$ cat config.mk
export PLATFORM = sky130hd
export DESIGN_NAME = fp_align_addsub
export DESIGN_NICKNAME = d
export VERILOG_FILES = /design/src/rtl/fp_align_addsub.sv
export SDC_FILE = /design/constraint.sdc
export NUM_CORES = 1
export LEC_CHECK = 0
export CORE_UTILIZATION = 45
export DETAILED_ROUTE_END_ITERATION = 6
export GPL_ROUTABILITY_DRIVEN = 0
export PLACE_DENSITY = 0.77
export SYNTH_ARGS = -nofsm -noshare
export SYNTH_HDL_FRONTEND = slang
export SYNTH_SLANG_ARGS = --single-unit
$ cat constraint.sdc
create_clock -name clk -period 2.6 [get_ports clk]
set_input_delay 0.26 -clock clk [delete_from_list [all_inputs] [get_ports clk]]
set_output_delay 0.26 -clock clk [all_outputs]
set_load 0.005 [all_outputs]
$ cat src/rtl/fp_align_addsub.sv
// Align/add/normalise stage of the FP add/sub datapath: serial right-shift alignment,
// single-cycle magnitude add or subtract, then serial left-shift normalisation.
module fp_align_addsub (
  input  logic       clk,
  input  logic       rst_n,
  input  logic       in_valid,
  output logic       in_ready,
  input  logic [3:0] big_mant,
  input  logic [3:0] small_mant,
  input  logic [3:0] big_exp,
  input  logic [3:0] exp_diff,
  input  logic       big_sign,
  input  logic       eff_sub,
  output logic       out_valid,
  input  logic       out_ready,
  output logic [3:0] res_mant,
  output logic [3:0] res_exp,
  output logic       res_sign,
  output logic       res_zero,
  output logic       ovf,
  output logic [2:0] dbg_state
);

  // Handshake: a transfer happens on a rising edge where valid and ready are both high;
  // once valid is raised it stays high with stable data until that transfer.
  typedef enum logic [2:0] {S_IDLE, S_ALIGN, S_ADDSUB, S_NORM, S_DONE} state_t;

  state_t     state_q, state_d;
  logic [3:0] big_q, small_q, bexp_q;
  logic       sign_q, sub_q;
  logic [2:0] cnt_q;

  logic [4:0] sum;
  logic [3:0] as_mant, as_exp, norm_mant, norm_exp;
  logic       as_ovf, as_zero, accept, handshake;

  assign in_ready  = (state_q == S_IDLE);
  assign accept    = in_valid & in_ready;
  assign handshake = out_valid & out_ready;
  assign dbg_state = state_q;

  always_comb begin
    sum     = {1'b0, big_q} + {1'b0, small_q};
    as_mant = 4'd0;
    as_exp  = bexp_q;
    as_ovf  = 1'b0;
    if (sub_q) begin
      as_mant = big_q - small_q;
    end else if (sum[4]) begin
      if (bexp_q == 4'hF) begin
        // Carry out of the largest exponent saturates instead of wrapping.
        as_mant = 4'hF;
        as_ovf  = 1'b1;
      end else begin
        as_mant = sum[4:1];
        as_exp  = bexp_q + 4'd1;
      end
    end else begin
      as_mant = sum[3:0];
    end
    as_zero   = (as_mant == 4'd0);
    norm_mant = {res_mant[2:0], 1'b0};
    norm_exp  = res_exp - 4'd1;
  end

  always_ff @(posedge clk or negedge rst_n) begin
    if (!rst_n) state_q <= S_IDLE;
    else        state_q <= state_d;
  end

  always_comb begin
    state_d = state_q;
    case (state_q)
      S_IDLE:   if (accept) state_d = (exp_diff != 4'd0) ? S_ALIGN : S_ADDSUB;
      S_ALIGN:  if (cnt_q == 3'd1) state_d = S_ADDSUB;
      S_ADDSUB: state_d = (as_zero || as_mant[3] || as_exp == 4'd0) ? S_DONE : S_NORM;
      S_NORM:   if (norm_mant[3] || norm_exp == 4'd0) state_d = S_DONE;
      S_DONE:   if (handshake) state_d = S_IDLE;
      default:  state_d = S_IDLE;
    endcase
  end

  always_ff @(posedge clk or negedge rst_n) begin
    if (!rst_n) begin
      big_q     <= 4'd0;
      small_q   <= 4'd0;
      bexp_q    <= 4'd0;
      sign_q    <= 1'b0;
      sub_q     <= 1'b0;
      cnt_q     <= 3'd0;
      res_mant  <= 4'd0;
      res_exp   <= 4'd0;
      res_sign  <= 1'b0;
      res_zero  <= 1'b0;
      ovf       <= 1'b0;
      out_valid <= 1'b0;
    end else begin
      case (state_q)
        S_IDLE: if (accept) begin
          big_q    <= big_mant;
          small_q  <= small_mant;
          bexp_q   <= big_exp;
          sign_q   <= big_sign;
          sub_q    <= eff_sub;
          cnt_q    <= (exp_diff >= 4'd4) ? 3'd4 : exp_diff[2:0];
          res_zero <= 1'b0;
          ovf      <= 1'b0;
        end
        S_ALIGN: begin
          small_q <= small_q >> 1;
          cnt_q   <= cnt_q - 3'd1;
        end
        S_ADDSUB: begin
          res_mant <= as_zero ? 4'd0 : as_mant;
          res_exp  <= as_zero ? 4'd0 : as_exp;
          res_sign <= as_zero ? 1'b0 : sign_q;
          res_zero <= as_zero;
          ovf      <= as_ovf;
        end
        S_NORM: begin
          res_mant <= norm_mant;
          res_exp  <= norm_exp;
        end
        default: ;
      endcase
      // Result registers settle on DONE entry; valid is presented from the following cycle.
      out_valid <= (state_q == S_DONE) && !handshake;
    end
  end

endmodule
Yosys cells after proc, flatten, opt, wreduce, memory -nomap -nowiden
Cells that the tools add are included.
- register bits: 32
- word-level logic and storage cells: 77
- output and inout port bits: 16
- input port bits: 22
- reductions and logical operators: 17
- add/subtract/negate cells: 5
- equal/unequal tests: 10
- magnitude comparators: 1
- muxes and demuxes: 29
- bitwise logic cells: 2
- operators by type and width (cell ; number):
    two-way mux 4 bit ; 8
    two-way mux 3 bit ; 8
    case mux 4 bit (2 select lines) ; 3
    case mux 3 bit (5 select lines) ; 1
    logical NOT 4 bit ; 3
    == test 3 x 1 -> 1 bit, second input constant ; 2
    == test 3 x 2 -> 1 bit, second input constant ; 2
    != test 2 bit, second input constant ; 3
    case mux 3 bit (2 select lines) ; 1
    AND reduction 2 bit ; 3
    nonzero test 2 bit ; 3
    adder 4 x 4 -> 5 bit ; 1
    two-way mux 1 bit ; 5
    adder 4 x 1 -> 4 bit, second input constant ; 1
    == test 4 bit, second input constant ; 1
    >= comparator 4 x 3 -> 1 bit, second input constant ; 1
    case mux 1 bit (2 select lines) ; 2
    AND reduction 4 bit ; 1
    nonzero test 4 bit ; 1
    subtractor 4 x 1 -> 4 bit, second input constant ; 1
    subtractor 4 bit ; 1
    == test 3 bit, second input constant ; 1
    logical NOT 3 bit ; 1
    logical OR 1 bit ; 3
    other kinds (6) ; 7

Logic depth before layout (Yosys ltp)
- depth in word-level cells: 9
- gate-level depth with buffers: 9
- mapped depth without buffers: 9

Worst setup path before layout
Ideal clock, no wire load.
- path type: flip-flop to flip-flop
- from: register small_q[0]
- to: register state_q[1], in the netlist dbg_state[1]
- setup time: 0.132 ns
- path slack: 0.309 ns
- path buffers: 0
- required time: 2.468 ns
- data arrival time: 2.159 ns
- stages on the path, launching flop included: 10
- cell sequence: dfrtp_1 > ha_1 > inv_1 > fa_1 > nor2_1 > o31ai_4 > or4_1 > a32o_2 > o211ai_2 > o22ai_1
- word-level cells in the longest chain between the ends: 9
- elaborated cells between the ends (all ways): 13
- classes of those cells: add/sub: 2; mux: 7; reduce/logical: 4
- RTL lines (item ; RTL line ; text):
    from (decl) ; 29 ; logic [3:0] big_q, small_q, bexp_q;
    from (signal assigned) ; 101 ; small_q <= small_mant;
    from (signal assigned) ; 110 ; small_q <= small_q >> 1;
    adder 4 x 4 -> 5 bit ; 43 ; sum = {1'b0, big_q} + {1'b0, small_q};
    two-way mux 3 bit ; 50 ; if (bexp_q == 4'hF) begin
    two-way mux 4 bit ; 49 ; end else if (sum[4]) begin
    two-way mux 4 bit ; 47 ; if (sub_q) begin
    logical NOT 4 bit ; 61 ; as_zero = (as_mant == 4'd0);
    logical OR 1 bit ; 76 ; S_ADDSUB: state_d = (as_zero || as_mant[3] || as_exp == 4'd0) ? S_DONE : S_NORM;
    logical OR 1 bit * ; 76 ;
    two-way mux 3 bit * ; 76 ;
    case mux 3 bit (5 select lines) * ; 73 ; case (state_q)
    to (signal assigned) ; 68 ; else state_q <= state_d;
    to (decl) ; 28 ; state_t state_q, state_d;
Mark *: on every way between the ends. The rest lies on a longest branch, timed or not.
A chain may end at the register's enable or synchronous reset.

Worst setup path after layout
Ends and elaborated chain as after synthesis.

==> results by group <==
Final layout
  • Leading cell types in the layout, fill and taps excluded: sky130_fd_sc_hd__clkdlybuf4s50_1 (37), sky130_fd_sc_hd__dfrtp_1 (32), sky130_fd_sc_hd__nand2_1 (26)
  • Count of nets after finishing: about 310
  • Fin util: 0.595
  • Number of filler instances in the final layout: around 380
  • Combined flip-flop and latch cell area: 801 um^2
  • Area taken by multi-input logic gates: about 0.0013 mm^2
  • Layout cells sized above 1: 0.115
  • Antenna diode instance count: 0
  • Commonest non-fill, non-tap cell in the layout: sky130_fd_sc_hd__clkdlybuf4s50_1
  • Area grow syn2layout: 23.7%

Synth
  • Top post-synthesis cells by area: sky130_fd_sc_hd__dfrtp_1 (37%), sky130_fd_sc_hd__ha_1 (6.9%), sky130_fd_sc_hd__nand2_1 (4.5%)
  • Mapped Nets: about 270
  • Share of async-settable or async-resettable flops after synthesis: 1.00
  • Synth area leader: sky130_fd_sc_hd__dfrtp_1
  • Yosys top cell area share: 0.370
  • Number of synthesized flops with an enable pin: 0
  • Number of storage elements in the synthesis netlist: 32
  • Proportion of synthesized chip area in sequential cells: 0.370
  • Number of instances in the synthesized netlist: ~230
  • Total standard cell area after synthesis: around 0.0022 mm^2
  • Synthesized area per cell: between 9 and 10 um^2
  • Yosys warnings: 0
  • Most instantiated flip-flop cell in the synthesis netlist: sky130_fd_sc_hd__dfrtp_1
  • Unique cell type count in the Yosys netlist: 61

Clocking
  • Total number of clock tree sinks: 32
  • CTS root buffer: sky130_fd_sc_hd__clkbuf_8
  • H-tree level count: 2
  • Inserted Clock Buffers: 5
  • Number of buffers inserted by hold repair at cts: 0
  • Max clock buf depth: 2
  • Post-CTS Resized: 0
  • TritonCTS clock tree: done
  • Clock-pin slew of the registers on the worst-case setup and hold paths: ~0.07 ns
  • Source-to-sink clock delay at the later pin of the worst-skew pair: 0.30 ns
  • Postcts setup bufs: 0

Floorplan
  • Row Count: 24
  • Starting density of the core: 0.481
  • Total Die Area: 0.00510 mm^2
  • Area of the placeable core: 0.00450 mm^2
  • Die outline height: 71.4 um
  • Top-level I/O count: 38
  • Chip width: roughly 70 um

Setup path
  • Delay of the slowest cell on the worst path: around 0.45 ns
  • Cells on worst reg2reg path: 9
  • Worst endpoint data arrival time: between 2 and 3 ns
  • Largest driver fanout on the critical path: 7
  • Crit start category: flop
  • WS Path Type: flop to flop
  • Buf+Inv Stages, Crit Path: 1
  • Worst setup path startpoint: small_q[0]$_DFFE_PN0P_
  • Beginning of the worst register-to-register path: small_q[0]$_DFFE_PN0P_
  • Critical path data required time: between 2 and 3 ns
  • Max stage delay cell, worst path: sky130_fd_sc_hd__fa_1
  • Largest delay contributor family on the critical path: simple AND/OR/NAND/NOR gates
  • CP Cell Sequence: ha_1 > inv_1 > fa_1 > nor2_1 > o31ai_4 > or4_1 > a32o_2 > o211ai_2 > o22ai_1
  • Worst flop-to-flop path endpoint: dbg_state[1]$_DFFE_PN0P_
  • Endpoint kind of the worst setup timing path: flop
  • Setup slack of the most critical reg-to-reg path: between 0.1 and 0.15 ns

Pwr
  • Clock share of power: 0.128
  • Gate power share: 0.602
  • VDD IR-drop max: 814 uV
  • Sequential cell fraction of total power: 0.270
  • Net switching share of the total power: 0.447
  • Internal power summed over all cells: just over 2 mW
  • Cell leakage power: roughly 1.2 nW
  • Net switching component of the power: between 1.5 and 2 mW
  • Power density over the cells: between 1000 and 1500 mW/mm^2

Global routing
  • GRT Util Overall: 0.203
  • Number of global-route vias before repair: about 1700
  • Pin count of the biggest net entering global routing: 33
  • First-pass GRT wire length: between 8000 and 9000 um
  • Gr ovfl total: 0
  • Initial antenna violation count: 0

Outcome
  • Failing checks: DRC
  • Outcome: complete, but fails checks

Place
  • HPWL after detailed placement: about 3400 um
  • Number of buffer cells added on primary ports: 37
  • Post-Place Setup Slack: ~0.17 ns

Detailed routing
  • Final antenna-violating net count: 0
  • DRC violations left: 3
  • Detailed router's first-iteration violation count: 171
  • Average wire per cell in the routed design: around 15 um
  • Count of TritonRoute iterations in the first routing pass: 6
  • Via density per instance: between 5 and 6
  • Routed wire length: ~4700 um
  • Via total after detailed routing: 1849

Timing
  • Final setup skew: between 0.008 and 0.009 ns
  • Least-Margin Pin Slew: 0.681 ns
  • Final cycle utilization of the critical path: 0.948
  • Worst slew margin relative to its limit: 0.534
  • Number of hold violations in the final report: 0
  • Max Freq: 0.406 GHz
  • Setup slack of the critical path after layout: 0.136 ns
  • Setup repair after global routing missed its margin: yes
  • Clock period minus worst slack: 2.46 ns
  • Final slew viol count: 0
  • Final setup viols: 0

Min path
  • Min-Delay Path Class: input pin to asynchronous set/reset pin

Job
  • Max cap viols: 0
## cell usage after synthesis, types with 2 or more instances
library cell / count
sky130_fd_sc_hd__ha_1: 12
sky130_fd_sc_hd__nand2_1: 26
sky130_fd_sc_hd__mux2i_1: 3
sky130_fd_sc_hd__a22o_1: 2
sky130_fd_sc_hd__buf_2: 5
sky130_fd_sc_hd__mux2_2: 7
sky130_fd_sc_hd__dfrtp_1: 32
sky130_fd_sc_hd__nor2_1: 18
sky130_fd_sc_hd__a22oi_1: 4
sky130_fd_sc_hd__o21ai_1: 2
sky130_fd_sc_hd__a311oi_1: 2
sky130_fd_sc_hd__o211ai_2: 2
sky130_fd_sc_hd__nor2_2: 2
sky130_fd_sc_hd__inv_1: 12
sky130_fd_sc_hd__xnor2_1: 4
sky130_fd_sc_hd__o21ai_0: 10
sky130_fd_sc_hd__nand2b_1: 4
sky130_fd_sc_hd__nor2b_1: 4
sky130_fd_sc_hd__or4_1: 2
sky130_fd_sc_hd__nor3_1: 9
sky130_fd_sc_hd__xor2_1: 2
sky130_fd_sc_hd__or2_2: 2
sky130_fd_sc_hd__o211ai_1: 2
sky130_fd_sc_hd__a21oi_1: 11
sky130_fd_sc_hd__and2_1: 2
sky130_fd_sc_hd__a21o_1: 3
sky130_fd_sc_hd__and3_1: 3
sky130_fd_sc_hd__fa_1: 2
sky130_fd_sc_hd__o32ai_1: 2
sky130_fd_sc_hd__nand3_1: 5
sky130_fd_sc_hd__o22ai_1: 2
sky130_fd_sc_hd__clkbuf_1: 4
sky130_fd_sc_hd__a31oi_1: 2
sky130_fd_sc_hd__o21a_1: 2
## kinds of logic (layout without fill, tap and decap cells)
family,after synthesis,count (layout),share of synthesized area
AO/OA/AOI/OAI,63,63,0.231
XOR/XNOR,6,6,0.0242
adder cells (fa/ha/maj),14,14,0.0878
buffers and inverters,24,61,0.0462
flip-flops,32,32,0.370
multiplexers,11,11,0.0554
AND/OR/NAND/NOR,83,83,0.186
## power groups by stage
| stage | sequential (mW) | clock [mW] | combinational [mW] |
|---|---|---|---|
| after CTS | 1.00 | 0.481 | 2.24 |
| after floorplan | 0.901 | 0 | 1.73 |
| after global placement | 0.997 | 0 | 2.18 |
| final | 1.01 | 0.475 | 2.24 |
| after detailed placement | 1.01 | 0 | 2.21 |
| after global routing | 1.04 | 0.504 | 2.50 |
## stage by stage
stage	cell area (um^2)	hold WS, ns	setup TNS [ns]	cells	total power [mW]
after global routing	2680	0.407	-0.0136	322	4.05
after detailed placement	2570	0.473	0	314	3.22
after floorplan	2170	-0.0356	0	233	2.63
after CTS	2680	0.378	0	322	3.72
final	2680	0.365	0	322	3.72
after global placement	2570	0.465	0	314	3.18
## registers in the layout (all words and copies together) (netlist names), 3 cells and up
name,count
bexp_q,4
small_q,4
res_exp,4
big_q,4
cnt_q,3
dbg_state,3
res_mant,4
## worst max path at each step
stage | end | slack [ns] | depth (start not counted)
final | dbg_state[1]$_DFFE_PN0P_ | 0.14 | 9
after global routing | dbg_state[1]$_DFFE_PN0P_ | -0.01 | 9
after CTS | dbg_state[1]$_DFFE_PN0P_ | 0.13 | 9
after detailed placement | dbg_state[1]$_DFFE_PN0P_ | 0.17 | 9
after global placement | dbg_state[1]$_DFFE_PN0P_ | 0.23 | 9
after floorplan | dbg_state[1]$_DFFE_PN0P_ | 0.31 | 9
## final cells by class
type                    count  share of cell area
multi-input cells         177               0.472
flip-flops and latches     32               0.299
repair buffers             40               0.147
clock buffers               6              0.0271
well taps                  52              0.0243
inverters                  13              0.0182
clock inverters             2              0.0131
## layer usage
metal	up-vias	routed length, um	GRT usage
li1	910	-	-
met1	880	2250	0.284
met2	50	2120	0.303
met3	9	210	0.0450
met4	0	98	0.0911
met5	-	0	0
## worst register-to-register path, stage by stage (launching register included)
cell	delay, ns
sky130_fd_sc_hd__dfrtp_1	0.37
sky130_fd_sc_hd__ha_1	0.18
sky130_fd_sc_hd__inv_1	0.06
sky130_fd_sc_hd__fa_1	0.45
sky130_fd_sc_hd__nor2_1	0.26
sky130_fd_sc_hd__o31ai_4	0.12
sky130_fd_sc_hd__or4_1	0.41
sky130_fd_sc_hd__a32o_2	0.30
sky130_fd_sc_hd__o211ai_2	0.09
sky130_fd_sc_hd__o22ai_1	0.10
(Power assumes the default switching activity.)
